`config.mk`:
```
export PLATFORM = sky130hd
export DESIGN_NAME = ex_mdu
export DESIGN_NICKNAME = d
export VERILOG_FILES = /design/src/rtl/ex_mdu.sv
export SDC_FILE = /design/constraint.sdc
export NUM_CORES = 1
export LEC_CHECK = 0
export ABC_AREA = 1
export BUFFER_PORTS_ARGS = -buffer_cell sky130_fd_sc_hd__clkbuf_2
export CAP_MARGIN = 10
export CELL_PAD_IN_SITES_DETAIL_PLACEMENT = 1
export CELL_PAD_IN_SITES_GLOBAL_PLACEMENT = 2
export CORE_MARGIN = 1.5
export CORE_UTILIZATION = 32
export DETAILED_ROUTE_END_ITERATION = 10
export PLACE_DENSITY_LB_ADDON = 0.1
export SLEW_MARGIN = 20
export SYNTH_ARGS = -nofsm -noshare
export SYNTH_HDL_FRONTEND = slang
export SYNTH_SLANG_ARGS = --single-unit
```
`constraint.sdc`:
```
create_clock -name clk -period 4.3 [get_ports clk]
set_input_delay 0 -clock clk [delete_from_list [all_inputs] [get_ports clk]]
set_output_delay 0 -clock clk [all_outputs]
set_load 0.02 [all_outputs]
```
`src/rtl/ex_mdu.sv`:
```
// ex_mdu: iterative RV32M/RV64M multiply/divide unit for the execute stage.
// Shift-add multiply and restoring divide each retire one bit per cycle.
// Divide-by-zero and signed overflow are resolved at accept time.
// Optional feature: define MDU_FAST_MUL_EN to replace the iterative multiplier
// with a single-cycle combinational product (divide path unchanged).
//
// Ports:
//   clk, rst      clock, synchronous active-high reset
//   req_valid     M-extension instruction present in EX, held until resp_valid
//   req_op        funct3 (0 MUL .. 7 REMU)
//   req_op1/2     forwarded rs1/rs2
//   flush         kill any in-flight operation
//   busy          stall request (combinational: req_valid & !resp_valid)
//   resp_valid    one-cycle result strobe
//   resp_data     result
module ex_mdu #(
  parameter  int unsigned XLEN  = 32,
  localparam int unsigned CNT_W = $clog2(XLEN) + 1
) (
  input  logic            clk,
  input  logic            rst,
  input  logic            req_valid,
  input  logic [2:0]      req_op,
  input  logic [XLEN-1:0] req_op1,
  input  logic [XLEN-1:0] req_op2,
  input  logic            flush,
  output logic            busy,
  output logic            resp_valid,
  output logic [XLEN-1:0] resp_data
);

  localparam logic [XLEN-1:0]  MIN_NEG  = {1'b1, {(XLEN-1){1'b0}}};
  localparam logic [CNT_W-1:0] LAST_CNT = CNT_W'(XLEN - 1);

  typedef enum logic [1:0] {
    S_IDLE = 2'd0,
    S_MUL  = 2'd1,
    S_DIV  = 2'd2,
    S_DONE = 2'd3
  } state_t;

  state_t              r_state, w_state_nxt;
  logic [CNT_W-1:0]    r_cnt, w_cnt_nxt;
  logic [2*XLEN-1:0]   r_acc, w_acc_nxt;
  logic [XLEN-1:0]     r_op2, w_op2_nxt;
  logic [2:0]          r_op, w_op_nxt;
  logic                r_neg_q, w_neg_q_nxt;
  logic                r_neg_r, w_neg_r_nxt;
  logic                r_resp_valid, w_resp_valid_nxt;
  logic [XLEN-1:0]     r_resp_data, w_resp_data_nxt;

  // Request decode: which operands are signed, their magnitudes, special cases.
  logic                w_op1_signed, w_op2_signed;
  logic                w_n1, w_n2;
  logic [XLEN-1:0]     w_mag1, w_mag2;
  logic                w_div0, w_ovf;

  assign w_op1_signed = (req_op == 3'd1) || (req_op == 3'd2) ||
                        (req_op == 3'd4) || (req_op == 3'd6);
  assign w_op2_signed = (req_op == 3'd1) || (req_op == 3'd4) || (req_op == 3'd6);
  assign w_n1   = w_op1_signed & req_op1[XLEN-1];
  assign w_n2   = w_op2_signed & req_op2[XLEN-1];
  assign w_mag1 = w_n1 ? -req_op1 : req_op1;
  assign w_mag2 = w_n2 ? -req_op2 : req_op2;
  assign w_div0 = (req_op2 == '0);
  assign w_ovf  = !req_op[0] && (req_op1 == MIN_NEG) && (req_op2 == '1);

  // Multiply step: acc = {hi, multiplier}; add multiplicand to hi on lsb, shift right.
  logic [XLEN:0]       w_mul_sum;
  logic [2*XLEN-1:0]   w_mul_acc;
  assign w_mul_sum = {1'b0, r_acc[2*XLEN-1:XLEN]} + (r_acc[0] ? {1'b0, r_op2} : '0);
  assign w_mul_acc = {w_mul_sum, r_acc[XLEN-1:1]};

  // Divide step: acc = {partial remainder, dividend/quotient}; shift left, trial subtract.
  logic [XLEN:0]       w_div_rem, w_div_diff;
  logic                w_div_ge;
  logic [2*XLEN-1:0]   w_div_acc;
  assign w_div_rem  = r_acc[2*XLEN-1:XLEN-1];
  assign w_div_ge   = (w_div_rem >= {1'b0, r_op2});
  assign w_div_diff = w_div_rem - {1'b0, r_op2};
  assign w_div_acc  = {(w_div_ge ? w_div_diff[XLEN-1:0] : w_div_rem[XLEN-1:0]),
                       r_acc[XLEN-2:0], w_div_ge};

`ifdef MDU_FAST_MUL_EN
  // One extra sign/zero bit per operand makes every multiply flavour a signed product.
  logic [XLEN:0]              w_x1, w_x2;
  logic signed [2*XLEN+1:0]   w_fast_full;
  assign w_x1 = {w_op1_signed & req_op1[XLEN-1], req_op1};
  assign w_x2 = {w_op2_signed & req_op2[XLEN-1], req_op2};
  assign w_fast_full = $signed(w_x1) * $signed(w_x2);
`endif

  function automatic logic [XLEN-1:0] mul_final(input logic [2*XLEN-1:0] p,
                                                input logic neg, input logic [2:0] op);
    logic [2*XLEN-1:0] v;
    v = neg ? -p : p;
    return (op == 3'd0) ? v[XLEN-1:0] : v[2*XLEN-1:XLEN];
  endfunction

  function automatic logic [XLEN-1:0] div_final(input logic [2*XLEN-1:0] a,
                                                input logic neg_q, input logic neg_r,
                                                input logic [2:0] op);
    logic [XLEN-1:0] q, r;
    q = a[XLEN-1:0];
    r = a[2*XLEN-1:XLEN];
    if (op[1]) return neg_r ? -r : r;
    return neg_q ? -q : q;
  endfunction

  // Next-state and next-register logic.
  always_comb begin
    w_state_nxt      = r_state;
    w_cnt_nxt        = r_cnt;
    w_acc_nxt        = r_acc;
    w_op2_nxt        = r_op2;
    w_op_nxt         = r_op;
    w_neg_q_nxt      = r_neg_q;
    w_neg_r_nxt      = r_neg_r;
    w_resp_valid_nxt = 1'b0;
    w_resp_data_nxt  = r_resp_data;

    case (r_state)
      S_IDLE: begin
        if (req_valid) begin
          w_op_nxt    = req_op;
          w_op2_nxt   = w_mag2;
          w_acc_nxt   = {{XLEN{1'b0}}, w_mag1};
          w_neg_q_nxt = w_n1 ^ w_n2;
          w_neg_r_nxt = w_n1;
          w_cnt_nxt   = '0;
          if (!req_op[2]) begin
`ifdef MDU_FAST_MUL_EN
            w_state_nxt      = S_DONE;
            w_resp_valid_nxt = 1'b1;
            w_resp_data_nxt  = (req_op == 3'd0) ? w_fast_full[XLEN-1:0]
                                                : w_fast_full[2*XLEN-1:XLEN];
`else
            w_state_nxt = S_MUL;
`endif
          end else if (w_div0) begin
            w_state_nxt      = S_DONE;
            w_resp_valid_nxt = 1'b1;
            w_resp_data_nxt  = req_op[1] ? req_op1 : '1;
          end else if (w_ovf) begin
            w_state_nxt      = S_DONE;
            w_resp_valid_nxt = 1'b1;
            w_resp_data_nxt  = req_op[1] ? '0 : req_op1;
          end else begin
            w_state_nxt = S_DIV;
          end
        end
      end
      S_MUL: begin
        w_acc_nxt = w_mul_acc;
        w_cnt_nxt = r_cnt + CNT_W'(1);
        if (r_cnt == LAST_CNT) begin
          w_state_nxt      = S_DONE;
          w_resp_valid_nxt = 1'b1;
          w_resp_data_nxt  = mul_final(w_mul_acc, r_neg_q, r_op);
        end
      end
      S_DIV: begin
        w_acc_nxt = w_div_acc;
        w_cnt_nxt = r_cnt + CNT_W'(1);
        if (r_cnt == LAST_CNT) begin
          w_state_nxt      = S_DONE;
          w_resp_valid_nxt = 1'b1;
          w_resp_data_nxt  = div_final(w_div_acc, r_neg_q, r_neg_r, r_op);
        end
      end
      S_DONE: begin
        w_state_nxt = S_IDLE;
        w_cnt_nxt   = '0;
      end
      default: w_state_nxt = S_IDLE;
    endcase

    // Flush overrides everything: no accept, no response, back to idle.
    if (flush) begin
      w_state_nxt      = S_IDLE;
      w_cnt_nxt        = '0;
      w_resp_valid_nxt = 1'b0;
    end
  end

  // State and datapath registers.
  always_ff @(posedge clk) begin
    if (rst) begin
      r_state      <= S_IDLE;
      r_cnt        <= '0;
      r_acc        <= '0;
      r_op2        <= '0;
      r_op         <= '0;
      r_neg_q      <= 1'b0;
      r_neg_r      <= 1'b0;
      r_resp_valid <= 1'b0;
      r_resp_data  <= '0;
    end else begin
      r_state      <= w_state_nxt;
      r_cnt        <= w_cnt_nxt;
      r_acc        <= w_acc_nxt;
      r_op2        <= w_op2_nxt;
      r_op         <= w_op_nxt;
      r_neg_q      <= w_neg_q_nxt;
      r_neg_r      <= w_neg_r_nxt;
      r_resp_valid <= w_resp_valid_nxt;
      r_resp_data  <= w_resp_data_nxt;
    end
  end

  // A flush arriving in the DONE cycle still kills the strobe.
  assign resp_valid = r_resp_valid & ~flush;
  assign resp_data  = r_resp_data;
  assign busy       = req_valid & ~resp_valid;

endmodule

```
==> results of run 1 <==
==> registers in the layout, summed over array words and instances, names as in the netlist <==
signal / flops
r_neg_r: 1
r_cnt: 6
r_state: 2
r_op: 3
r_op2: 32
resp_data: 32
r_acc: 64
r_resp_valid: 1
r_neg_q: 1
==> worst max-delay path: stages, from the launching register on <==
cell and delay, ns:
dfxtp_2 0.42, nand2_1 0.08, inv_1 0.06, ha_1 0.22, inv_1 0.08, fa_2 0.36, inv_1 0.11, nand3_1 0.13
nand2_2 0.14, nand3_1 0.14, nand2_2 0.17, nand2_1 0.12, nand2_1 0.16, nand3_1 0.14, nand2_1 0.13, nand2_1 0.06
nand2_1 0.19, buf_4 0.20, nand3_1 0.09, nor2_1 0.13, nand2_1 0.11, nand3_1 0.09, nand3_1 0.14, a21oi_2 0.24
nand2_1 0.14, nand2_1 0.11, a21oi_2 0.06
==> layer usage <==
layer / vias up / global-route usage, %
li1: 11501 / -
met1: 12120 / 55.4
met2: 988 / 57.2
met3: 140 / 7.59
met4: 0 / 12.0
met5: - / 0
==> worst paths after layout <==
kind,cells after the start,start,end,slack [ns]
setup / recovery,26,r_op2[0],resp_data[31],0.13
hold / removal,5,req_op2[17],r_op2[17],0.02
setup reg to reg,26,r_op2[0],resp_data[31],0.13
hold reg to reg,2,resp_data[14],resp_data[14],0.47
==> cells by family (layout without fill, tap and decap cells) <==
| kind of cell | after synthesis | in the layout | share of synthesized area, % |
|---|---|---|---|
| fa+ha+maj | 78 | 78 | 5.45 |
| flops | 142 | 142 | 15.6 |
| other cells | 0 | 1 | 0 |
| buf+inv | 641 | 907 | 13.5 |
| xor+xnor | 68 | 68 | 3.31 |
| simple gates | 1757 | 1757 | 41.0 |
| compound gates | 680 | 680 | 21.1 |
==> synthesized netlist by cell type, types with 8 or more instances <==
| library cell | count |
|---|---|
| nand2_1 | 968 |
| inv_1 | 490 |
| nor2_1 | 314 |
| nand3_1 | 291 |
| a21oi_1 | 278 |
| o21ai_0 | 210 |
| dfxtp_1 | 142 |
| clkbuf_1 | 95 |
| ha_1 | 76 |
| nor3_1 | 62 |
| o22ai_1 | 59 |
| xor2_1 | 55 |
| nand4_1 | 43 |
| a221oi_1 | 29 |
| buf_1 | 24 |
| o211ai_1 | 24 |
| a31oi_1 | 20 |
| nand2_2 | 12 |
| nor2_2 | 12 |
| xnor2_1 | 12 |
| inv_2 | 11 |
| o221ai_1 | 11 |
| buf_2 | 9 |
| nand3b_1 | 9 |
| nor4_1 | 9 |
| or2_2 | 8 |
==> layout make-up <==
cell class	instances	area, µm²	share of cell area, %
diodes	1	2.50	0.0114
clock inverters	11	154	0.699
clock buffers	21	460	2.09
inverters	506	1900	8.63
flip-flops and latches	142	2850	12.9
well taps	756	946	4.30
multi-input cells	2583	13000	59.1
repair buffers	369	2710	12.3
==> placed cells by master (no fill, tap or decap), types with 55 or more instances in the layout <==
master      n
dfxtp_1   140
buf_4     217
a21oi_1   277
clkbuf_2  103
nand2_1   960
inv_1     488
xor2_1     55
nor2_1    306
nor3_1     60
nand3_1   290
ha_1       75
o22ai_1    59
o21ai_0   207
==> power by group <==
part           switching, W  internal [W]
combinational       0.00172      0.000708
clock              0.000782      0.000952
sequential         0.000108       0.00140
total               0.00261       0.00306
==> stage by stage <==
| stage | setup TNS (ns) | util, % |
|---|---|---|
| finish | 0 | 39.1 |
| global placement | -0.273 | 37.1 |
| detailed placement | -0.328 | 37.1 |
| global route | -0.00287 | 39.1 |
| floorplan | 0 | - |
| CTS | 0 | 39.0 |
==> timing repair <==
item / CTS / global route
hold buffers: 42 / 0
pin swaps: 0 / 1
setup endpoints to repair: 7 / 24
endpoints found under the hold margin: 51 / 0
resized for setup: 3 / 27
==> qor.yml, run 1 <==
clock_network:
  ctsRootBufferMaster: "clkbuf_16"
  cts_made_buffers: 17
  clock_path_buffers: 2
  clkSlewWorstSetupHoldPaths_ns: 0.07
  cts_sinks: 142
  postCtsSetupBuffers: 0
  worst_skew_pair.late_latency_ns: 0.51
  cts_tree: "done"
  h-tree-depth: 4
floorplanning:
  start_util_pct: 32.3
  dieArea_um2: 58300
  ioPinCount: 105
  die_y_um: 241
  core_area_um2: 56300
  rows: 87
  fp.dieW_um: 241
sta:
  setup_violations: 0
  maxSlewViolCount: 0
  hold_viol: 0
  worst_slack_ns: 0.131
  slew_headroom_pct: 24.1
  hold_slack_ns: 0.0170
  tightest_slew_ns: 1.13
  fmax_mhz: 240
  period_share_pct: 96.9
  finClkSkew_ns: 0.0234
  period_minus_slack_ns: 4.17
yosys:
  ys.flop_type: "dfxtp_1"
  synth_top_area_cell: "nand2_1"
  yosys_warnings: 0
  synthDistinctLibCells: 60
  synth_top_cell_area_share_pct: 20.0
  netlist_instances: 3366
  syn_avg_cell_area_um2: 5.41
  synth_nets: 3515
  ys_seq_area_share_pct: 15.6
  synth-edff-count: 0
  synth_area_leaders: "nand2_1 20%, dfxtp_1 16%, inv_1 10%"
  synth.ff_latch_count: 142
  ys_async_sr_fraction_pct: 0
  syn_area_um2: 18200
min_path:
  hp-class: "primary input to flip-flop"
detailed_routing:
  met1_length_mm: 53.0
  wl_met2_mm: 46.8
  drt-wirelength-per-cell_um: 25.7
  vias: 24749
  wl_met3_mm: 9.68
  first_pass_iters: 5
  top_layer: "met4"
  remaining_drc_errors: 0
  initialDrtViolationCount: 2404
  final_antenna_net_count: 0
  routed_wl_mm: 113
  via_per_inst: 5.64
setup_path:
  worst-setup-path-type: "flip-flop to flip-flop"
  cp.required_ns: 4.65
  cp-end-kind: "flip-flop"
  critPathLaunchType: "flip-flop"
  arrival_ns: 4.52
  crit_fanout: 5
placed_design:
  place_area_um2: 20900
  io_buffer_count: 104
  dp.cells: 4314
  dpl.hpwl_mm: 92.6
  pre_cts_slack_ns: -0.126
  gp_congestion: 1.00
layout:
  syn2layout_area_growth_pct: 21.0
  nNetsFinal: 3768
  final_cell_area_um2: 22000
  num-fill-cells: 7916
  final_layout_size_suffix_gt1_share_pct: 12.6
  layoutNonFillerInstCount: 4389
global_route:
  gr-total-overflow: 0
  grt_max_degree: 78
  grt_pass1_wl_mm: 163
  grtUsageTotal_pct: 38.5
  grt_pass1_vias: 24148
  antenna_found_initial: 3
pwr:
  max-vdd-ir-drop_mv: 0.335
  leakagePower_nw: 11.1
  pwr_density_cell_nw_per_um2: 258
  total_power_w: 0.00568
flow_run:
  maxCapViolCount: 0
run_status:
  status: "finished clean"
Power figures use the tool's default switching activity.
==> run 2: changes to the inputs <==
--- a/config.mk
+++ b/config.mk
@@ -11,7 +11,9 @@
 export CELL_PAD_IN_SITES_DETAIL_PLACEMENT = 1
 export CELL_PAD_IN_SITES_GLOBAL_PLACEMENT = 2
+export CORE_ASPECT_RATIO = 1.4
 export CORE_MARGIN = 1.5
 export CORE_UTILIZATION = 32
 export DETAILED_ROUTE_END_ITERATION = 10
+export HOLD_SLACK_MARGIN = 0.1
 export PLACE_DENSITY_LB_ADDON = 0.1
 export SLEW_MARGIN = 20
==> constraint.sdc (replaced) <==
create_clock -name clk -period 4.3 [get_ports clk]
set_input_delay 0 -clock clk [delete_from_list [all_inputs] [get_ports clk]]
set_output_delay 0 -clock clk [all_outputs]
set_load 0.05 [all_outputs]
==> run 2 against run 1 <==
Critical endpoint is now resp_data[14]. First-iteration DRC count is 25% lower. Non-clock buffer count is 14 higher. Maximum frequency is 0.13% higher. Cell count is 0.14% lower.
==> qor.yml, run 2 (synthesis gave the netlist of run 1 again) <==
floorplanning:
  start_util_pct: 32.3  # about the same
  core_area_um2: 56300  # about the same
  dieArea_um2: 58300  # about the same
  die_y_um: 285  # +18%
  fp.dieW_um: 205  # -15%
  rows: 103  # +18%
  ioPinCount: 105  # unchanged
setup_path:
  ff2ff_path_depth: 23  # -12%
  worst-setup-path-type: "flip-flop to flip-flop"
  r2r_slack_ns: 0.14  # about the same
  crit_fanout: 13  # +8
  r2r_start: "r_op2[28]"
  crit_path_start: "r_op2[28]"
  arrival_ns: 4.50  # -0.02 ns
  cp-end-kind: "flip-flop"
  worstSetupEndpoint: "resp_data[14]"
  cp.required_ns: 4.64  # about the same
  r2r_end: "resp_data[14]"
  critPathLaunchType: "flip-flop"
sta:
  totalNegativeSetupSlack_ns: 0  # unchanged
  period_minus_slack_ns: 4.16  # -0.00558 ns
  hold_viol: 0  # unchanged
  finClkSkew_ns: 0.0121  # -0.0114 ns
  slew_headroom_pct: 17.3  # -6.8 points
  tightest_slew_ns: 1.23  # +0.101 ns
  maxSlewViolCount: 0  # unchanged
  setup_violations: 0  # unchanged
  period_share_pct: 96.8  # -0.13 points
  rsz0062_at_grt: "false"
  fmax_mhz: 240  # +0.13%
detailed_routing:
  remaining_drc_errors: 0  # unchanged
  drt-wirelength-per-cell_um: 26.4  # +2.5%
  routed_wl_mm: 116  # +2.3%
  initialDrtViolationCount: 1802  # -25%
  vias: 24875  # +0.51%
  first_pass_iters: 6  # +1
  via_per_inst: 5.68  # +0.65%
  final_antenna_net_count: 0  # unchanged
layout:
  num-fill-cells: 7865  # -0.64%
  utilization_pct: 39.3  # +0.13 points
  top_register: "r_acc"
  layout_common_cells: "960 x nand2_1, 488 x inv_1, 307 x nor2_1"
  largest_register_ffs: 64  # unchanged
  layout_commonest_cell: "nand2_1"
  syn2layout_area_growth_pct: 21.5
  seq_area_um2: 2850  # +0.31%
  final_layout_size_suffix_gt1_share_pct: 12.5  # -0.16 points
  nNetsFinal: 3782  # +0.37%
  multiInputGateArea_um2: 13000  # -0.11%
pwr:
  max-vdd-ir-drop_mv: 0.321  # -4.3%
  p_comb_share_pct: 44.1  # +1.3 points
  p_int_w: 0.00295  # -3.9%
  leakagePower_nw: 11.1  # about the same
  total_power_w: 0.00560  # -1.4%
  pwr_density_cell_nw_per_um2: 253  # -1.8%
  switchingPower_w: 0.00266  # +1.6%
  p_sw_share_pct: 47.4  # +1.4 points
  pwr-share-clk_pct: 28.9  # -1.6 points
  seqPwrFrac_pct: 27.1  # +0.5 points
placed_design:
  gp_congestion: 1.03  # +2.9%
  io_buffer_count: 104  # unchanged
  dpl.hpwl_mm: 95.2  # +2.8%
global_route:
  grt_pass1_vias: 25597  # +6.0%
  grtUsageTotal_pct: 39.5  # +0.94 points
  gr-total-overflow: 0  # unchanged
  grt_pass1_wl_mm: 167  # +2.8%
  grt_max_degree: 73  # -6.4%
  antenna_found_initial: 1  # -2
clock_network:
  worst_skew_pair.late_latency_ns: 0.52  # about the same
  cts_made_buffers: 17  # unchanged
  clock_path_buffers: 2  # unchanged
  cts_sinks: 142  # unchanged
  clkSlewWorstSetupHoldPaths_ns: 0.07  # about the same
  postCtsSetupBuffers: 0  # unchanged
  h-tree-depth: 4  # unchanged
  cts_tree: "done"
  ctsRootBufferMaster: "clkbuf_16"
run_status:
  status: "finished clean"
flow_run:
  maxCapViolCount: 0  # unchanged
min_path:
  hp-class: "primary input to flip-flop"
run 2: changes by cell type in the layout (fill, tap and decap cells not counted), sizes merged:
cell	change
buf	-12
bufinv	-2
clkinv	+1
dlygate4sd3	+26
diode	+1
inv	+5
clkbuf	-4
run 2: per-layer routing:
metal	vias to the layer above	part of all wire (%)	global-route usage, %
met1	11997	35	40.1
met2	913	48	67.9
met4	2	12	40.0
met5	-	0.016	0
met3	435	4.2	5.17
li1	11528	-	-
run 2: worst min-delay path by stage:
stage	slack (ns)	depth (start not counted)	to	start
5_1_grt	0.13	4	r_acc[12]	req_op1[12]
6_report	0.13	4	r_acc[12]	req_op1[12]
3_5_place_dp	0.35	3	r_op[0]	req_op[0]
3_3_place_gp	0.34	3	r_op[2]	req_op[2]
2_1_floorplan	0.14	2	r_op[2]	req_op[2]
4_1_cts	0.11	5	resp_data[17]	req_op1[17]
run 2: final cells by class:
type	count	area share, %
inverter	506	8.59
tap	735	4.16
timing repair buffer	383	12.9
clock inverter	15	0.747
multi-input combinational	2583	58.7
antenna	2	0.0226
sequential	142	12.9
clock buffer	17	1.92
run 2: worst max-delay path, stage by stage (launching register included):
cell and delay, ns:
dfxtp_1 0.46, inv_1 0.10, ha_2 0.39, nand2_1 0.10
inv_1 0.11, nand2_1 0.08, buf_4 0.15, nor3_2 0.30
nand2_2 0.14, buf_4 0.21, buf_4 0.17, nand3_1 0.08
nand2_1 0.16, nor2_1 0.19, nand2_1 0.10, nor2_1 0.25
nand2_1 0.15, nand3_1 0.10, nand3_1 0.19, buf_4 0.23
nand3_1 0.06, nand3_1 0.10, nand2_1 0.09, a21oi_1 0.08
run 2: what timing repair did:
action | 4_1_cts | 5_1_grt
setup endpoints to repair | 5 | 32
pin swaps | 0 | 1
gates resized for setup | 1 | 32
hold buffers | 68 | 0
hold endpoints to repair | 88 | 0
run 2: per-stage QoR:
| stage | area [µm²] | instances | hold slack (ns) | worst slack (ns) |
|---|---|---|---|---|
| final | 22100 | 4383 | 0.128 | 0.137 |
| after global routing | 22100 | 4381 | 0.133 | 0.00255 |
| after CTS | 22000 | 4381 | 0.114 | 0.0442 |
| after detailed placement | 20700 | 4281 | 0.349 | -0.0865 |
| after global placement | 20700 | 4281 | 0.340 | -0.0839 |
| after floorplan | 18200 | 3366 | 0.145 | 0.825 |
run 2: power groups by stage:
stage | combinational (W) | clock, W | sequential (W)
finish | 0.00247 | 0.00162 | 0.00152
CTS | 0.00241 | 0.00164 | 0.00151
global route | 0.00263 | 0.00168 | 0.00152
floorplan | 0.00127 | 0 | 0.00153
detailed placement | 0.00234 | 0 | 0.00154
global placement | 0.00232 | 0 | 0.00154
==> run 3: changes to the inputs <==
Settings changed: MAX_ROUTING_LAYER set to met4.
==> run 3 against run 2 <==
First-iteration DRC count shrank 9.3%. Register-to-register slack is essentially flat. Clock skew up 0.00063 ns. Wire length up 0.34%. Sequential share of layout area shrank 0.084 points. Sequential power about the same. Flip-flop and latch count did not move. Cell count is 0.16% higher. Non-clock buffer count rose by 7. Utilization grew 0.17 points. Worst hold slack better by 0.0042 ns. Critical endpoint is now resp_data[6]. Critical path type unchanged.
==> qor.yml, run 3 (synthesis gave the netlist of run 1 again) <==
run_status:
  status: "finished clean"
setup_path:
  ff2ff_path_depth: 25  # +8.7%
  arrival_ns: 4.55  # +0.05 ns
  cp.required_ns: 4.70  # +0.06 ns
  r2r_slack_ns: 0.15  # about the same
  crit_path_max_incr_delay_ns: 0.39  # -0.07 ns
  crit_fanout: 17  # +4
  slowest_stage: "ha_1"
  worst-setup-path-type: "flip-flop to flip-flop"
  critPathLaunchType: "flip-flop"
  r2r_end: "resp_data[6]"
  r2r_start: "r_op2[16]"
  timing.critical_path.mode_cell: "nand3_1"
  cp-end-kind: "flip-flop"
sta:
  setup_violations: 0  # unchanged
  period_share_pct: 96.6  # -0.19 points
  hold_slack_ns: 0.132  # +0.00419 ns
  fmax_mhz: 241  # +0.20%
  maxSlewViolCount: 0  # unchanged
  tightest_slew_ns: 0.998  # -0.230 ns
  finClkSkew_ns: 0.0127  # +0.000627 ns
  hold_viol: 0  # unchanged
  period_minus_slack_ns: 4.15  # -0.00820 ns
  slew_headroom_pct: 33.4  # +16 points
pwr:
  total_power_w: 0.00557  # -0.54%
  leakagePower_nw: 11.2  # +0.34%
  pwr_density_cell_nw_per_um2: 251  # -0.97%
  max-vdd-ir-drop_mv: 0.342  # +6.7%
detailed_routing:
  top_layer: "met4"
  routed_wl_mm: 116  # +0.34%
  wl_met3_mm: 4.45  # -8.9%
  via_per_inst: 5.64  # -0.70%
  first_pass_iters: 5  # -1
  vias: 24740  # -0.54%
  remaining_drc_errors: 0  # unchanged
  initialDrtViolationCount: 1635  # -9.3%
  final_antenna_net_count: 0  # unchanged
  wl_met2_mm: 55.7  # -0.11%
  met1_length_mm: 41.5  # +1.2%
  drt-wirelength-per-cell_um: 26.4  # +0.18%
min_path:
  min_path_cells: 5  # +1
  holdPathEnd: "r_acc[27]"
  min-delay-start: "req_op1[27]"
  hp-class: "primary input to flip-flop"
clock_network:
  ctsRootBufferMaster: "clkbuf_16"
  clkSlewWorstSetupHoldPaths_ns: 0.07  # about the same
  worst_skew_pair.late_latency_ns: 0.51  # about the same
  clock_path_buffers: 2  # unchanged
  cts_made_buffers: 17  # unchanged
  cts_tree: "done"
  h-tree-depth: 4  # unchanged
  postCtsSetupBuffers: 0  # unchanged
  cts_sinks: 142  # unchanged
global_route:
  grt_pass1_vias: 26081  # +1.9%
  antenna_found_initial: 2  # +1
  grt_pass1_wl_mm: 169  # +0.78%
  grtUsageTotal_pct: 40.8  # +1.3 points
  grt_max_degree: 61  # -16%
  gr-total-overflow: 0  # unchanged
placed_design:
  io_buffer_count: 104  # unchanged
  gp_congestion: 1.05  # +1.5%
  dpl.hpwl_mm: 95.6  # +0.41%
layout:
  layout_commonest_cell: "nand2_1"
  top_register: "r_acc"
  nNetsFinal: 3789  # +0.19%
  num-fill-cells: 7826  # -0.50%
  final_layout_size_suffix_gt1_share_pct: 12.8  # +0.36 points
  syn2layout_area_growth_pct: 22.0
  layout_common_cells: "956 x nand2_1, 487 x inv_1, 305 x nor2_1"
  largest_register_ffs: 64  # unchanged
floorplanning:
  rows: 103  # unchanged
  start_util_pct: 32.3  # unchanged
  dieArea_um2: 58300  # unchanged
  core_area_um2: 56300  # unchanged
  ioPinCount: 105  # unchanged
  fp.dieW_um: 205  # unchanged
  die_y_um: 285  # unchanged
flow_run:
  maxCapViolCount: 0  # unchanged
-- run 3: changes by cell type in the layout (fill, tap and decap cells not counted), sizes merged --
cell         previous run  this run
buf                   212       224
inv                   511       504
dlygate4sd3            68        63
clkinvlp                1         5
bufinv                  1         2
clkbuf                120       121
diode                   2         3
-- run 3: area by class of cell --
type	count	area, µm²	area share [%]
Antenna cell	3	7.51	0.0338
Clock buffer	18	429	1.93
Clock inverter	13	143	0.642
Inverter	506	1900	8.56
Multi-Input combinational cell	2583	13000	58.7
Sequential cell	142	2850	12.8
Tap cell	735	920	4.14
Timing Repair Buffer	390	2920	13.1
-- run 3: what timing repair did --
item,in CTS,in global routing
endpoints found under the hold margin,76,0
setup endpoints to repair,4,19
pin swaps,0,2
resized for setup,3,40
hold buffers,63,0
-- run 3: how the worst max path moves through the flow --
| stage | slack [ns] | to | depth (start not counted) | start |
|---|---|---|---|---|
| finish | 0.15 | resp_data[6] | 25 | r_op2[16] |
| global route | -0.002 | resp_data[31] | 24 | r_acc[0] |
| CTS | 0.01 | resp_data[14] | 23 | r_acc[54] |
| detailed placement | -0.05 | resp_data[25] | 23 | r_op2[15] |
| global placement | -0.11 | resp_data[25] | 23 | r_op2[15] |
| floorplan | 0.82 | resp_data[27] | 26 | r_acc[0] |
-- run 3: metal layers --
layer	vias to the layer above	GRT usage, %
li1	11543	-
met1	11955	39.8
met2	801	67.7
met3	441	5.27
met4	0	42.0
met5	-	-
-- run 3: power by group --
| group | internal [W] | total (W) | leakage, nW | switching [W] |
|---|---|---|---|---|
| Sequential | 0.00140 | 0.00151 | 1.16 | 0.000110 |
| Clock | 0.000849 | 0.00158 | 0.265 | 0.000735 |
| Combinational | 0.000729 | 0.00247 | 9.74 | 0.00174 |
| Total | 0.00298 | 0.00557 | 11.2 | 0.00259 |
-- run 3: through the flow --
stage	area (µm²)	cells	setup TNS, ns	setup slack (ns)	utilization, %
6_report	22200	4390	0	0.145	39.4
5_1_grt	22200	4389	-0.00373	-0.00189	39.4
4_1_cts	22100	4387	0	0.0125	39.2
3_5_place_dp	20900	4293	-0.0831	-0.0458	37.0
3_3_place_gp	20800	4292	-0.362	-0.107	37.0
2_1_floorplan	18200	3366	0	0.825	-
-- run 3: worst max-delay path, delay by kind of cell (launching register included) --
family	cells	cell delay, ns
AND/OR/NAND/NOR	14	1.89
buffers and inverters	8	0.95
AO/OA/AOI/OAI	2	0.44
adder cells (fa/ha/maj)	1	0.39
flip-flops	1	0.34
